<file path="src/rtl/mul_flag_if.sv">
// mul_flag_if: handshake/bus bundle between the program sequencer, the
// multiplier flag outputs and the multiplier status/flag register.
//   Sequencer -> register : ps_mul_en/cls/sc (decode-cycle op info),
//                           ps_mfl_wr_en, ps_mfl_sel, xb_dt_in (transfers),
//                           ps_mfl_cond (condition select), ps_mfl_irq_ack
//   Multiplier -> register: mul_ps_mv/mn/mu (execute cycle), mul_ps_mi (decode)
//   Register -> sequencer : mfl_xb_dt, mfl_ps_cond_true, mfl_ps_irq
// Modports: master = driving side (sequencer/multiplier), slave = flag register.
interface mul_flag_if #(
  parameter int RF_DATASIZE = 16
) ();
  logic                   ps_mul_en;
  logic [1:0]             ps_mul_cls;
  logic [1:0]             ps_mul_sc;
  logic                   mul_ps_mv;
  logic                   mul_ps_mn;
  logic                   mul_ps_mu;
  logic                   mul_ps_mi;
  logic                   ps_mfl_wr_en;
  logic                   ps_mfl_sel;
  logic [RF_DATASIZE-1:0] xb_dt_in;
  logic [RF_DATASIZE-1:0] mfl_xb_dt;
  logic [2:0]             ps_mfl_cond;
  logic                   mfl_ps_cond_true;
  logic                   ps_mfl_irq_ack;
  logic                   mfl_ps_irq;

  modport master (
    output ps_mul_en, ps_mul_cls, ps_mul_sc,
    output mul_ps_mv, mul_ps_mn, mul_ps_mu, mul_ps_mi,
    output ps_mfl_wr_en, ps_mfl_sel, xb_dt_in, ps_mfl_cond, ps_mfl_irq_ack,
    input  mfl_xb_dt, mfl_ps_cond_true, mfl_ps_irq
  );

  modport slave (
    input  ps_mul_en, ps_mul_cls, ps_mul_sc,
    input  mul_ps_mv, mul_ps_mn, mul_ps_mu, mul_ps_mi,
    input  ps_mfl_wr_en, ps_mfl_sel, xb_dt_in, ps_mfl_cond, ps_mfl_irq_ack,
    output mfl_xb_dt, mfl_ps_cond_true, mfl_ps_irq
  );
endinterface

</file>
<file path="src/rtl/mul_flag_reg.sv">
// mul_flag_reg: multiplier status/flag register stage.
// Aligns multiplier flags to the execute cycle and latches them into the
// arithmetic status field ASTAT = {MI, MU, MN, MV} and the sticky field
// STKY = {MIS, MUS, MVS}. Both are readable/writable over the transfer bus
// and ASTAT drives the conditional-instruction evaluation.
// Ports:
//   clk   - clock
//   reset - asynchronous, active-low reset
//   mfl   - mul_flag_if.slave (op info, multiplier flags, bus, cond, irq)
// Optional feature: define MUL_FLAG_IRQ_EN to add the STKY[6:4] interrupt
// mask and the mfl_ps_irq request; without it mfl_ps_irq is tied low.
module mul_flag_reg #(
  parameter int RF_DATASIZE = 16
) (
  input  logic      clk,
  input  logic      reset,
  mul_flag_if.slave mfl
);

  function automatic logic cond_eval(input logic [2:0] sel, input logic [3:0] astat);
    case (sel)
      3'b000:  return astat[0];
      3'b001:  return ~astat[0];
      3'b010:  return astat[1];
      3'b011:  return ~astat[1];
      3'b100:  return astat[2];
      3'b101:  return astat[3];
      3'b110:  return 1'b1;
      default: return 1'b0;
    endcase
  endfunction

  logic       upd_vld_p0_d, upd_vld_p0_q;
  logic       mi_p0_d, mi_p0_q;
  logic [3:0] astat_d, astat_q;
  logic [2:0] stky_d, stky_q;
  logic [2:0] stky_set;
  logic       astat_wr, stky_wr;
  logic [2:0] mask_rd;
  logic [RF_DATASIZE-1:0] rd_data;

  // ---- Decode stage (p0): qualify the op; MR transfers (cls 00, sc != 11) never update flags
  always_comb begin
    upd_vld_p0_d = mfl.ps_mul_en & ~((mfl.ps_mul_cls == 2'b00) & (mfl.ps_mul_sc != 2'b11));
    mi_p0_d      = mfl.mul_ps_mi & mfl.ps_mul_en;
  end

  always_ff @(posedge clk or negedge reset) begin
    if (!reset) begin
      upd_vld_p0_q <= 1'b0;
      mi_p0_q      <= 1'b0;
    end else begin
      upd_vld_p0_q <= upd_vld_p0_d;
      mi_p0_q      <= mi_p0_d;
    end
  end

  // ---- Execute stage: latch flags into ASTAT/STKY at the closing edge
  always_comb begin
    astat_wr = mfl.ps_mfl_wr_en & ~mfl.ps_mfl_sel;
    stky_wr  = mfl.ps_mfl_wr_en &  mfl.ps_mfl_sel;
    // Sticky sets are taken even when a bus write overrides the ASTAT update.
    stky_set = upd_vld_p0_q ? {mi_p0_q, mfl.mul_ps_mu, mfl.mul_ps_mv} : 3'b000;

    astat_d = astat_q;
    if (astat_wr) begin
      astat_d = mfl.xb_dt_in[3:0];
    end else if (upd_vld_p0_q) begin
      astat_d = {mi_p0_q, mfl.mul_ps_mu, mfl.mul_ps_mn, mfl.mul_ps_mv};
    end

    // A bus write to STKY merges with same-cycle sets so no event is lost.
    stky_d = (stky_wr ? mfl.xb_dt_in[2:0] : stky_q) | stky_set;
  end

  always_ff @(posedge clk or negedge reset) begin
    if (!reset) begin
      astat_q <= 4'b0000;
      stky_q  <= 3'b000;
    end else begin
      astat_q <= astat_d;
      stky_q  <= stky_d;
    end
  end

`ifdef MUL_FLAG_IRQ_EN
  logic [2:0] mask_d, mask_q;
  logic [2:0] stky_rise;
  logic       irq_d, irq_q;

  always_comb begin
    mask_d    = stky_wr ? mfl.xb_dt_in[6:4] : mask_q;
    // Any masked 0->1 sticky transition, whether from the multiplier or a bus write.
    stky_rise = stky_d & ~stky_q & mask_q;
    irq_d     = irq_q;
    if (|stky_rise) begin
      irq_d = 1'b1;
    end else if (mfl.ps_mfl_irq_ack) begin
      irq_d = 1'b0;
    end
  end

  always_ff @(posedge clk or negedge reset) begin
    if (!reset) begin
      mask_q <= 3'b000;
      irq_q  <= 1'b0;
    end else begin
      mask_q <= mask_d;
      irq_q  <= irq_d;
    end
  end

  assign mask_rd        = mask_q;
  assign mfl.mfl_ps_irq = irq_q;
`else
  assign mask_rd        = 3'b000;
  assign mfl.mfl_ps_irq = 1'b0;
`endif

  // Bus bits with no storage behind them and the ack when unused.
  logic unused_bits;
  assign unused_bits = ^{mfl.xb_dt_in, mfl.ps_mfl_irq_ack};

  always_comb begin
    rd_data = '0;
    if (mfl.ps_mfl_sel) begin
      rd_data[2:0] = stky_q;
      rd_data[6:4] = mask_rd;
    end else begin
      rd_data[3:0] = astat_q;
    end
  end

  assign mfl.mfl_xb_dt        = rd_data;
  assign mfl.mfl_ps_cond_true = cond_eval(mfl.ps_mfl_cond, astat_q);

endmodule

</file>
<file path="src/flat_wrapper.sv">
// flat-port wrapper written by rule: the top's interface ports become plain ports
module mul_flag_reg_flat 
#(
  parameter int RF_DATASIZE = 16
)
  (clk, reset, mfl_ps_mul_en, mfl_ps_mul_cls, mfl_ps_mul_sc, mfl_mul_ps_mv, mfl_mul_ps_mn, mfl_mul_ps_mu, mfl_mul_ps_mi, mfl_ps_mfl_wr_en, mfl_ps_mfl_sel, mfl_xb_dt_in, mfl_ps_mfl_cond, mfl_ps_mfl_irq_ack, mfl_mfl_xb_dt, mfl_mfl_ps_cond_true, mfl_mfl_ps_irq);
  mul_flag_if #(.RF_DATASIZE(RF_DATASIZE)) mfl_i ();
  input  logic clk;
  input  logic reset;
  input wire logic [$bits(mfl_i.ps_mul_en)-1:0] mfl_ps_mul_en;
  input wire logic [$bits(mfl_i.ps_mul_cls)-1:0] mfl_ps_mul_cls;
  input wire logic [$bits(mfl_i.ps_mul_sc)-1:0] mfl_ps_mul_sc;
  input wire logic [$bits(mfl_i.mul_ps_mv)-1:0] mfl_mul_ps_mv;
  input wire logic [$bits(mfl_i.mul_ps_mn)-1:0] mfl_mul_ps_mn;
  input wire logic [$bits(mfl_i.mul_ps_mu)-1:0] mfl_mul_ps_mu;
  input wire logic [$bits(mfl_i.mul_ps_mi)-1:0] mfl_mul_ps_mi;
  input wire logic [$bits(mfl_i.ps_mfl_wr_en)-1:0] mfl_ps_mfl_wr_en;
  input wire logic [$bits(mfl_i.ps_mfl_sel)-1:0] mfl_ps_mfl_sel;
  input wire logic [$bits(mfl_i.xb_dt_in)-1:0] mfl_xb_dt_in;
  input wire logic [$bits(mfl_i.ps_mfl_cond)-1:0] mfl_ps_mfl_cond;
  input wire logic [$bits(mfl_i.ps_mfl_irq_ack)-1:0] mfl_ps_mfl_irq_ack;
  output wire logic [$bits(mfl_i.mfl_xb_dt)-1:0] mfl_mfl_xb_dt;
  output wire logic [$bits(mfl_i.mfl_ps_cond_true)-1:0] mfl_mfl_ps_cond_true;
  output wire logic [$bits(mfl_i.mfl_ps_irq)-1:0] mfl_mfl_ps_irq;
  assign mfl_i.ps_mul_en = mfl_ps_mul_en;
  assign mfl_i.ps_mul_cls = mfl_ps_mul_cls;
  assign mfl_i.ps_mul_sc = mfl_ps_mul_sc;
  assign mfl_i.mul_ps_mv = mfl_mul_ps_mv;
  assign mfl_i.mul_ps_mn = mfl_mul_ps_mn;
  assign mfl_i.mul_ps_mu = mfl_mul_ps_mu;
  assign mfl_i.mul_ps_mi = mfl_mul_ps_mi;
  assign mfl_i.ps_mfl_wr_en = mfl_ps_mfl_wr_en;
  assign mfl_i.ps_mfl_sel = mfl_ps_mfl_sel;
  assign mfl_i.xb_dt_in = mfl_xb_dt_in;
  assign mfl_i.ps_mfl_cond = mfl_ps_mfl_cond;
  assign mfl_i.ps_mfl_irq_ack = mfl_ps_mfl_irq_ack;
  assign mfl_mfl_xb_dt = mfl_i.mfl_xb_dt;
  assign mfl_mfl_ps_cond_true = mfl_i.mfl_ps_cond_true;
  assign mfl_mfl_ps_irq = mfl_i.mfl_ps_irq;
  mul_flag_reg #(.RF_DATASIZE(RF_DATASIZE)) u_core (.clk(clk), .reset(reset), .mfl(mfl_i));
endmodule
</file>
<file path="config.mk">
export PLATFORM = sky130hd
export DESIGN_NAME = mul_flag_reg_flat
export DESIGN_NICKNAME = d
export VERILOG_FILES = /design/src/rtl/mul_flag_if.sv /design/src/rtl/mul_flag_reg.sv /design/src/flat_wrapper.sv
export SDC_FILE = /design/constraint.sdc
export NUM_CORES = 1
export LEC_CHECK = 0
export ABC_AREA = 1
export BUFFER_PORTS_ARGS = -buffer_cell sky130_fd_sc_hd__buf_2
export CAP_MARGIN = 20
export CORE_MARGIN = 4
export CORE_UTILIZATION = 40
export CTS_CLUSTER_SIZE = 25
export DETAILED_ROUTE_END_ITERATION = 12
export PLACE_DENSITY = 0.82
export SYNTH_ARGS = -nofsm -noshare
export SYNTH_HDL_FRONTEND = slang
export SYNTH_SLANG_ARGS = --single-unit
</file>
<file path="constraint.sdc">
create_clock -name clk -period 1.4 [get_ports clk]
set_clock_uncertainty 0.1 [all_clocks]
set_input_delay 0.21 -clock clk [delete_from_list [all_inputs] [get_ports clk]]
set_output_delay 0.21 -clock clk [all_outputs]
set_load 0.1 [all_outputs]
</file>
==> out/metrics.cfg, run 1 <==
[clocking]
cts_made_buffers=3
h-tree-depth=1
cts_setup_buffers=0
clockRootBuffer=clkbuf_4
clk-insertion-delay-late_ns=0.26
cts_tree=done
cts.clk_slew.worst_paths_ns=0.06
clockBufferDepth=2
clkSinkCount=9

[sta]
setup_ws_ns=-0.140
grt_setup_unrepaired=yes
report.final.slew_viol_count=0
fmax_mhz=649
hold_viol=0
fin_crit_sh_pct=110
min_period_ns=1.54
holdWs_ns=0.0331
setup_viol=1

[flow_run]
maxCapViolCount=0

[placement]
gp_congestion=0.800
placed_cell_area_um2=810
hpwl_um=1130
io_buffers=24
pre_cts_ws_ns=0.130
dp.cells=129

[worst_setup_path]
required_ns=1.09
critPathMaxFanout=3
worstPathArrival_ns=1.23
crit_family=flip-flops
crit_top_cell=nor2_1
r2r_end=u_core.astat_q[1]$_DFFE_PN0P_
r2r_slack_ns=0.45
cpMaxStageDelayCell=dfrtp_1
endpoint_kind=output port
critPathKind=register to output port
timing.rr.start=u_core.upd_vld_p0_q$_DFF_PN0_
cp.buffers_inverters=1
cp-start-kind=register
max_stage_delay_ns=0.40
crit_chain=nor2_1 -> nor2_1 -> nor2_1 -> nand2_1 -> nand2_2 -> buf_12
reg2regPathDepth=5

[global_routing]
busiest_layer=met2
first_global_vias=545
grt_max_degree=10
grtUsageMet3_pct=3.76
grt_pass1_wl_um=2090
grt_util_met2_pct=20.9
grt_antenna_before_repair=0
grtUsageTotal_pct=13.4
grt-ovfl-total=0
use_met1_pct=16.3

[detailed_routing]
drtPass1Iterations=4
drc=0
postRouteAntennaNets=0
wirelength_um=1330
vias=605
drtIter0Drc=15
wl_per_cell_um=9.91
viasPerCell=4.51

[layout]
multi_input_area_um2=325
layout-drive-gt1-share_pct=31.1
nets=153
stdcell_count=134
register_area_um2=225
fin_util_pct=61.2
fillers=122
design_area_um2=846
syn2layout_area_growth_pct=35.7
antenna_cells=0

[logic_synthesis]
ys_ff_latch=9
netlist-cell-type-count=13
synth-seq-area-share_pct=36.1
avgSynthCellArea_um2=6.85
ys_warn_count=0
syn-cell-area_um2=623
syn_inst=91

[floorplan]
die_w_um=47.5
dieArea_um2=2250
start_util_pct=45.1
rows=13
die-height_um=47.5
core_um2=1380
io-pin-count=51

[run_status]
outcome=finished with violations
failed_checks=negative setup slack

[power]
p_int_mw=0.537
switching_share_pct=48.8
pwr-share-clk_pct=19.8
switchingPower_mw=0.512
comb_power_share_pct=50.7
powerDensity_nw_per_um2=1240
ir_drop_v=0.000786
seq_power_share_pct=29.5
leakage_nw=0.505

[hold_path]
hp-class=primary input to register
min_path_cells=3
hp-start=mfl_mul_ps_mi
hold_end=u_core.mi_p0_q$_DFF_PN0_

worst register-to-register path, delay by kind of cell, from the launching register on:
family | cells | cell delay [ns]
and+or+nand+nor | 3 | 0.20
DFF | 1 | 0.41
buffers and inverters | 2 | 0.12
sequential cells by signal, summed over array words and instances, names as in the netlist:
name,flops
u_core.astat_q,4
u_core.mi_p0_q,1
u_core.stky_q,3
u_core.upd_vld_p0_q,1
power by group through the flow:
stage	clock network [mW]	logic [mW]	registers [mW]
finish	0.208	0.532	0.310
global route	0.226	0.560	0.313
CTS	0.206	0.533	0.309
detailed placement	0	0.530	0.314
global placement	0	0.524	0.313
floorplan	0	0.418	0.309
cell usage in the layout (no fill, tap or decap):
cell type and instances:
inv_2 3, nand3_2 1, nand3_1 6, buf_2 19, nand2_2 1, dfrtp_1 9
o21ai_4 1, nand2_4 2, nor2_1 5, clkbuf_4 3, nand2_1 32, buf_12 5
o21ai_1 2, nor2_4 1, o21ai_0 3, clkbuf_1 1, o21ai_2 1, dlygate4sd3_1 1
a21boi_0 1, conb_1 13, inv_1 9
layout make-up:
cell class / instances / share of cell area (%)
clock buffer: 4 / 3.11
multi-input combinational: 69 / 38.5
inverter: 12 / 5.33
timing repair buffer: 25 / 24.3
sequential: 9 / 26.6
tap: 15 / 2.22
Yosys cell counts:
cell type  instances  share of area [%]
o21ai_1            2                1.6
nand3_2            1                1.6
nand2_4            2                3.6
inv_2              2                1.2
nand2_1           33                 20
inv_1             10                6.0
nor2_1             6                3.6
buf_4             13                 16
nand3_1            6                4.8
a21boi_0           1                1.2
dfrtp_1            9                 36
o21ai_0            5                4.0
conb_1             1               0.60
cell families (layout without fill, tap and decap cells):
group | count (synthesis) | count (layout) | share of synthesized area (%)
flip-flops | 9 | 9 | 36.1
AND/OR/NAND/NOR | 48 | 48 | 33.5
buffers and inverters | 25 | 41 | 22.9
AO/OA/AOI/OAI | 8 | 8 | 6.83
other | 1 | 13 | 0.602
timing repair:
action / in CTS / in global routing
gates cloned: 0 / 0
pin swaps: 4 / 0
resized for setup: 0 / 1
hold endpoints to repair: 9 / 0
hold buffers: 1 / 0
endpoints found under the setup margin: 1 / 2
through the flow:
step	TNS (ns)	total power, mW
after floorplan	-0.118	0.727
after global placement	0	0.838
after detailed placement	0	0.844
after CTS	-0.141	1.05
after global routing	-0.208	1.10
final	-0.140	1.05
how the worst max path moves through the flow:
| stage | start | end | slack (ns) | cells past startpoint |
|---|---|---|---|---|
| 4_1_cts | u_core.astat_q[1]$_DFFE_PN0P_ | mfl_mfl_ps_cond_true | -0.14 | 6 |
| 2_1_floorplan | u_core.astat_q[1]$_DFFE_PN0P_ | mfl_mfl_xb_dt[1] | -0.12 | 2 |
| 3_5_place_dp | u_core.astat_q[1]$_DFFE_PN0P_ | mfl_mfl_ps_cond_true | 0.13 | 6 |
| 5_1_grt | u_core.astat_q[1]$_DFFE_PN0P_ | mfl_mfl_ps_cond_true | -0.20 | 6 |
| 3_3_place_gp | u_core.astat_q[1]$_DFFE_PN0P_ | mfl_mfl_ps_cond_true | 0.17 | 6 |
| 6_report | u_core.astat_q[1]$_DFFE_PN0P_ | mfl_mfl_ps_cond_true | -0.14 | 6 |
routing by layer:
layer | up-vias | wire, µm
li1 | 308 | -
met1 | 263 | 510
met2 | 31 | 662
met3 | 3 | 134
met4 | 0 | 22
met5 | - | 0
Power figures use the tool's default switching activity.
==> run 2, diff against run 1 <==
- GPL_TIMING_DRIVEN: default -> 0
- clock period: 1.4 -> 1.98 ns (I/O delays scaled with it)
==> run 2 against run 1 <==
The flow now finishes without violations. Via count is 8.3% higher. Highest routed layer unchanged. Critical endpoint unchanged. Utilization grew 0.54 points. Clock power is 28% lower. Register-to-register slack improved by 0.57 ns. Wire length increased by 12%. Combinational power down 36%. First-iteration DRC count rose by 6.7%. Sequential cell count unchanged. Sequential share of layout area decreased by 0.23 points. Worst setup slack gained 0.30 ns.
==> out/metrics.cfg, run 2 (synthesis results as in run 1) <==
[placement]
hpwl_um=1230
gp_congestion=0.831
pre_cts_ws_ns=0.374
io_buffers=24
dp.cells=142

[layout]
syn2layout_area_growth_pct=36.9
largest_reg_flops=4
layout_common_cells=33 x nand2_1, 24 x buf_2, 13 x buf_4, 13 x conb_1, 10 x inv_1
top_regs=u_core.astat_q (4), u_core.stky_q (3)
stdcell_count=147
antenna_cells=0
fin_util_pct=61.7
layout-drive-gt1-share_pct=36.4
nets=166
layout_commonest_cell=nand2_1
regMostFlops=u_core.astat_q

[hold_path]
hp-class=primary input to register
hp-start=mfl_mul_ps_mi

[global_routing]
grt_pass1_wl_um=2380
grt-ovfl-total=0
first_global_vias=583
grt_max_degree=10
grtUsageTotal_pct=15.5
grt_antenna_before_repair=0

[sta]
fin_crit_sh_pct=92.0
min_period_ns=1.82
report.final.slew_viol_count=0
grt_setup_unrepaired=no
setup_ws_ns=0.158
hold_viol=0
fmax_mhz=549
setup_viol=0
tns_ns=0

[worst_setup_path]
critPathKind=register to output port
endpoint_kind=output port
cp-start-kind=register
required_ns=1.58
worstPathArrival_ns=1.43
crit_path_start=u_core.astat_q[1]$_DFFE_PN0P_
timing.rr.start=u_core.upd_vld_p0_q$_DFF_PN0_
critPathMaxFanout=3

[floorplan]
core_um2=1380
start_util_pct=45.1
rows=13
io-pin-count=51
dieArea_um2=2250
die-height_um=47.5
die_w_um=47.5

[clocking]
clk-insertion-delay-late_ns=0.27
clockBufferDepth=2
cts_tree=done
h-tree-depth=1
post_cts_resized=0
cts.clk_slew.worst_paths_ns=0.06
cts_setup_buffers=0
cts_made_buffers=3
clkSinkCount=9
clockRootBuffer=clkbuf_4
cts_hold_buf=1

[detailed_routing]
drtPass1Iterations=4
vias=655
drtIter0Drc=16
wl_per_cell_um=10.2
wirelength_um=1490
postRouteAntennaNets=0
drc=0
viasPerCell=4.46

[power]
power_mw=0.711
ir_drop_v=0.000552
powerDensity_nw_per_um2=833
leakage_nw=0.551

[run_status]
outcome=finished clean

[flow_run]
maxCapViolCount=0

run 2: cell count changes in the layout (fill, tap and decap cells not counted), sizes merged:
cell	before	now
buf	24	37
run 2: worst paths after layout:
path	end	slack, ns	depth (start not counted)
max	mfl_mfl_ps_cond_true	0.16	6
min	u_core.mi_p0_q$_DFF_PN0_	0.11	3
max reg2reg	u_core.astat_q[3]$_DFFE_PN0P_	1.02	4
min reg2reg	u_core.stky_q[2]$_DFF_PN0_	0.40	2
max in group asynchronous	u_core.astat_q[0]$_DFFE_PN0P_	1.30	2
min in group asynchronous	u_core.mi_p0_q$_DFF_PN0_	0.30	2
run 2: area by class of cell:
class	instances	area [µm²]
Buffer	13	97.6
Clock buffer	4	26.3
Tap cell	15	18.8
Multi-Input combinational cell	69	310
Timing Repair Buffer	25	130
Fill cell	127	529
Sequential cell	9	225
Inverter	12	45.0
run 2: critical path: stages, from the launching register on:
cell and delay (ns):
dfrtp_1 0.40, nor2_1 0.10, nor2_1 0.04, nor2_1 0.10, nand2_1 0.05, nand2_1 0.05, buf_2 0.41
run 2: where the power goes:
part	leakage (nW)	switching (mW)	total (mW)	internal, mW
Combinational	0.430	0.273	0.343	0.0700
Clock	0.0150	0.0708	0.149	0.0781
Sequential	0.106	0.0138	0.219	0.205
run 2: per-layer routing:
metal | GRT usage (%) | wire length [µm] | up-vias
met5 | 0 | 0 | -
met4 | 9.94 | 36 | 0
met3 | 2.26 | 141 | 5
met2 | 26.7 | 743 | 36
met1 | 17.6 | 571 | 279
li1 | - | - | 335
run 2: stage by stage:
step	instance area, µm²	hold slack, ns
2_1_floorplan	678	-0.0986
3_3_place_gp	817	0.0518
3_5_place_dp	817	0.0570
4_1_cts	853	0.121
5_1_grt	853	0.160
6_report	853	0.114
==> run 3, diff against run 2 <==
- PLACE_DENSITY: 0.82 -> 0.8
==> run 3 against run 2 <==
Worst hold slack better by 0.022 ns. Clock-buffer cell count unchanged. Critical endpoint unchanged. Via count down 6.6%. Non-clock buffer count unchanged. Final area unchanged. First-iteration DRC count down 88%. Sequential cell count unchanged. Clock power down 5%. Cell count unchanged. Sequential power about the same. Sequential share of layout area unchanged.
==> out/metrics.cfg, run 3 (synthesis results as in run 1) <==
[clocking]
clk-insertion-delay-late_ns=0.26
cts_made_buffers=3
clockRootBuffer=clkbuf_4
clkSinkCount=9
cts_hold_buf=1
h-tree-depth=1
post_cts_resized=0
cts.clk_slew.worst_paths_ns=0.06
cts_setup_buffers=0
cts_tree=done
clockBufferDepth=2

[power]
powerDensity_nw_per_um2=823
power_mw=0.702
leakage_nw=0.551
ir_drop_v=0.000481

[worst_setup_path]
cp.buffers_inverters=1
cpMaxStageDelayCell=buf_2
worstPathArrival_ns=1.45
cp-start-kind=register
required_ns=1.58
crit_family=buffers and inverters
crit_chain=nor2_1 -> nor2_1 -> nor2_1 -> nand2_1 -> nand2_1 -> buf_2
endpoint_kind=output port
critPathMaxFanout=3
critPathKind=register to output port
max_stage_delay_ns=0.42
crit_top_cell=nor2_1

[layout]
fillers=141
layout-drive-gt1-share_pct=36.4
layout_common_cells=33 x nand2_1, 24 x buf_2, 13 x buf_4, 13 x conb_1, 10 x inv_1
syn2layout_area_growth_pct=36.9
nets=166
top_regs=u_core.astat_q (4), u_core.stky_q (3)
largest_reg_flops=4
layout_commonest_cell=nand2_1
regMostFlops=u_core.astat_q
antenna_cells=0

[detailed_routing]
top_layer_used=met4
wl_met1_um=533
drtPass1Iterations=4
drc=0
met2_length_um=658
postRouteAntennaNets=0
drtIter0Drc=2
wl_met3_um=138
wirelength_um=1340
vias=612
viasPerCell=4.16
wl_per_cell_um=9.12

[global_routing]
grt_max_degree=10
first_global_vias=526
grtUsageTotal_pct=12.8
grt-ovfl-total=0
grt_pass1_wl_um=2100
grt_antenna_before_repair=0

[placement]
io_buffers=24
hpwl_um=1150
gp_congestion=0.812

[sta]
hold_viol=0
setup_viol=0
fmax_mhz=542
grt_setup_unrepaired=no
fin_crit_sh_pct=93.2
report.final.slew_viol_count=0
tns_ns=0
min_period_ns=1.84
holdWs_ns=0.136

[floorplan]
start_util_pct=45.1
die_w_um=47.5
rows=13
io-pin-count=51
die-height_um=47.5
core_um2=1380
dieArea_um2=2250

[flow_run]
maxCapViolCount=0

[run_status]
outcome=finished clean

[hold_path]
hp-class=primary input to register

-- run 3: cell counts in the layout (fill, tap and decap cells not counted) --
No cell type changed its count.
-- run 3: final timing paths --
kind | start | endpoint | slack, ns | cells after the start
max in group asynchronous | reset | u_core.astat_q[1]$_DFFE_PN0P_ | 1.29 | 2
worst min register to register | u_core.stky_q[2]$_DFF_PN0_ | u_core.stky_q[2]$_DFF_PN0_ | 0.40 | 2
worst max register to register | u_core.upd_vld_p0_q$_DFF_PN0_ | u_core.astat_q[0]$_DFFE_PN0P_ | 1.02 | 4
min in group asynchronous | reset | u_core.upd_vld_p0_q$_DFF_PN0_ | 0.31 | 2
worst max-delay path | u_core.astat_q[1]$_DFFE_PN0P_ | mfl_mfl_ps_cond_true | 0.14 | 6
worst min-delay path | mfl_mul_ps_mi | u_core.mi_p0_q$_DFF_PN0_ | 0.14 | 3
-- run 3: tightest hold or removal path, delay by kind of cell --
kind / cells / cell delay (ns)
buffers and inverters: 2 / 0.12
and+or+nand+nor: 1 / 0.04
-- run 3: layout make-up --
type                            instances  area (µm²)  share of cell area, %
Buffer                                 13        97.6                   11.4
Clock buffer                            4        26.3                   3.08
Inverter                               12        45.0                   5.28
Multi-Input combinational cell         69         310                   36.4
Sequential cell                         9         225                   26.4
Tap cell                               15        18.8                   2.20
Timing Repair Buffer                   25         130                   15.2
-- run 3: metrics by stage --
step | cells | worst slack, ns | utilization [%] | area (µm²)
floorplan | 103 | 0.302 | - | 678
global placement | 142 | 0.423 | 59.1 | 817
detailed placement | 142 | 0.376 | 59.1 | 817
CTS | 147 | 0.116 | 61.7 | 853
global route | 147 | 0.0614 | 61.7 | 853
finish | 147 | 0.135 | 61.7 | 853
-- run 3: power by group --
group	switching, mW	internal (mW)
sequential	0.0142	0.205
clock	0.0648	0.0777
combinational	0.270	0.0700
-- run 3: metal layers --
metal,vias to the layer above,GRT usage (%)
met5,-,0
met4,0,3.31
met3,2,2.26
met2,30,21.4
met1,248,17.2
li1,332,-
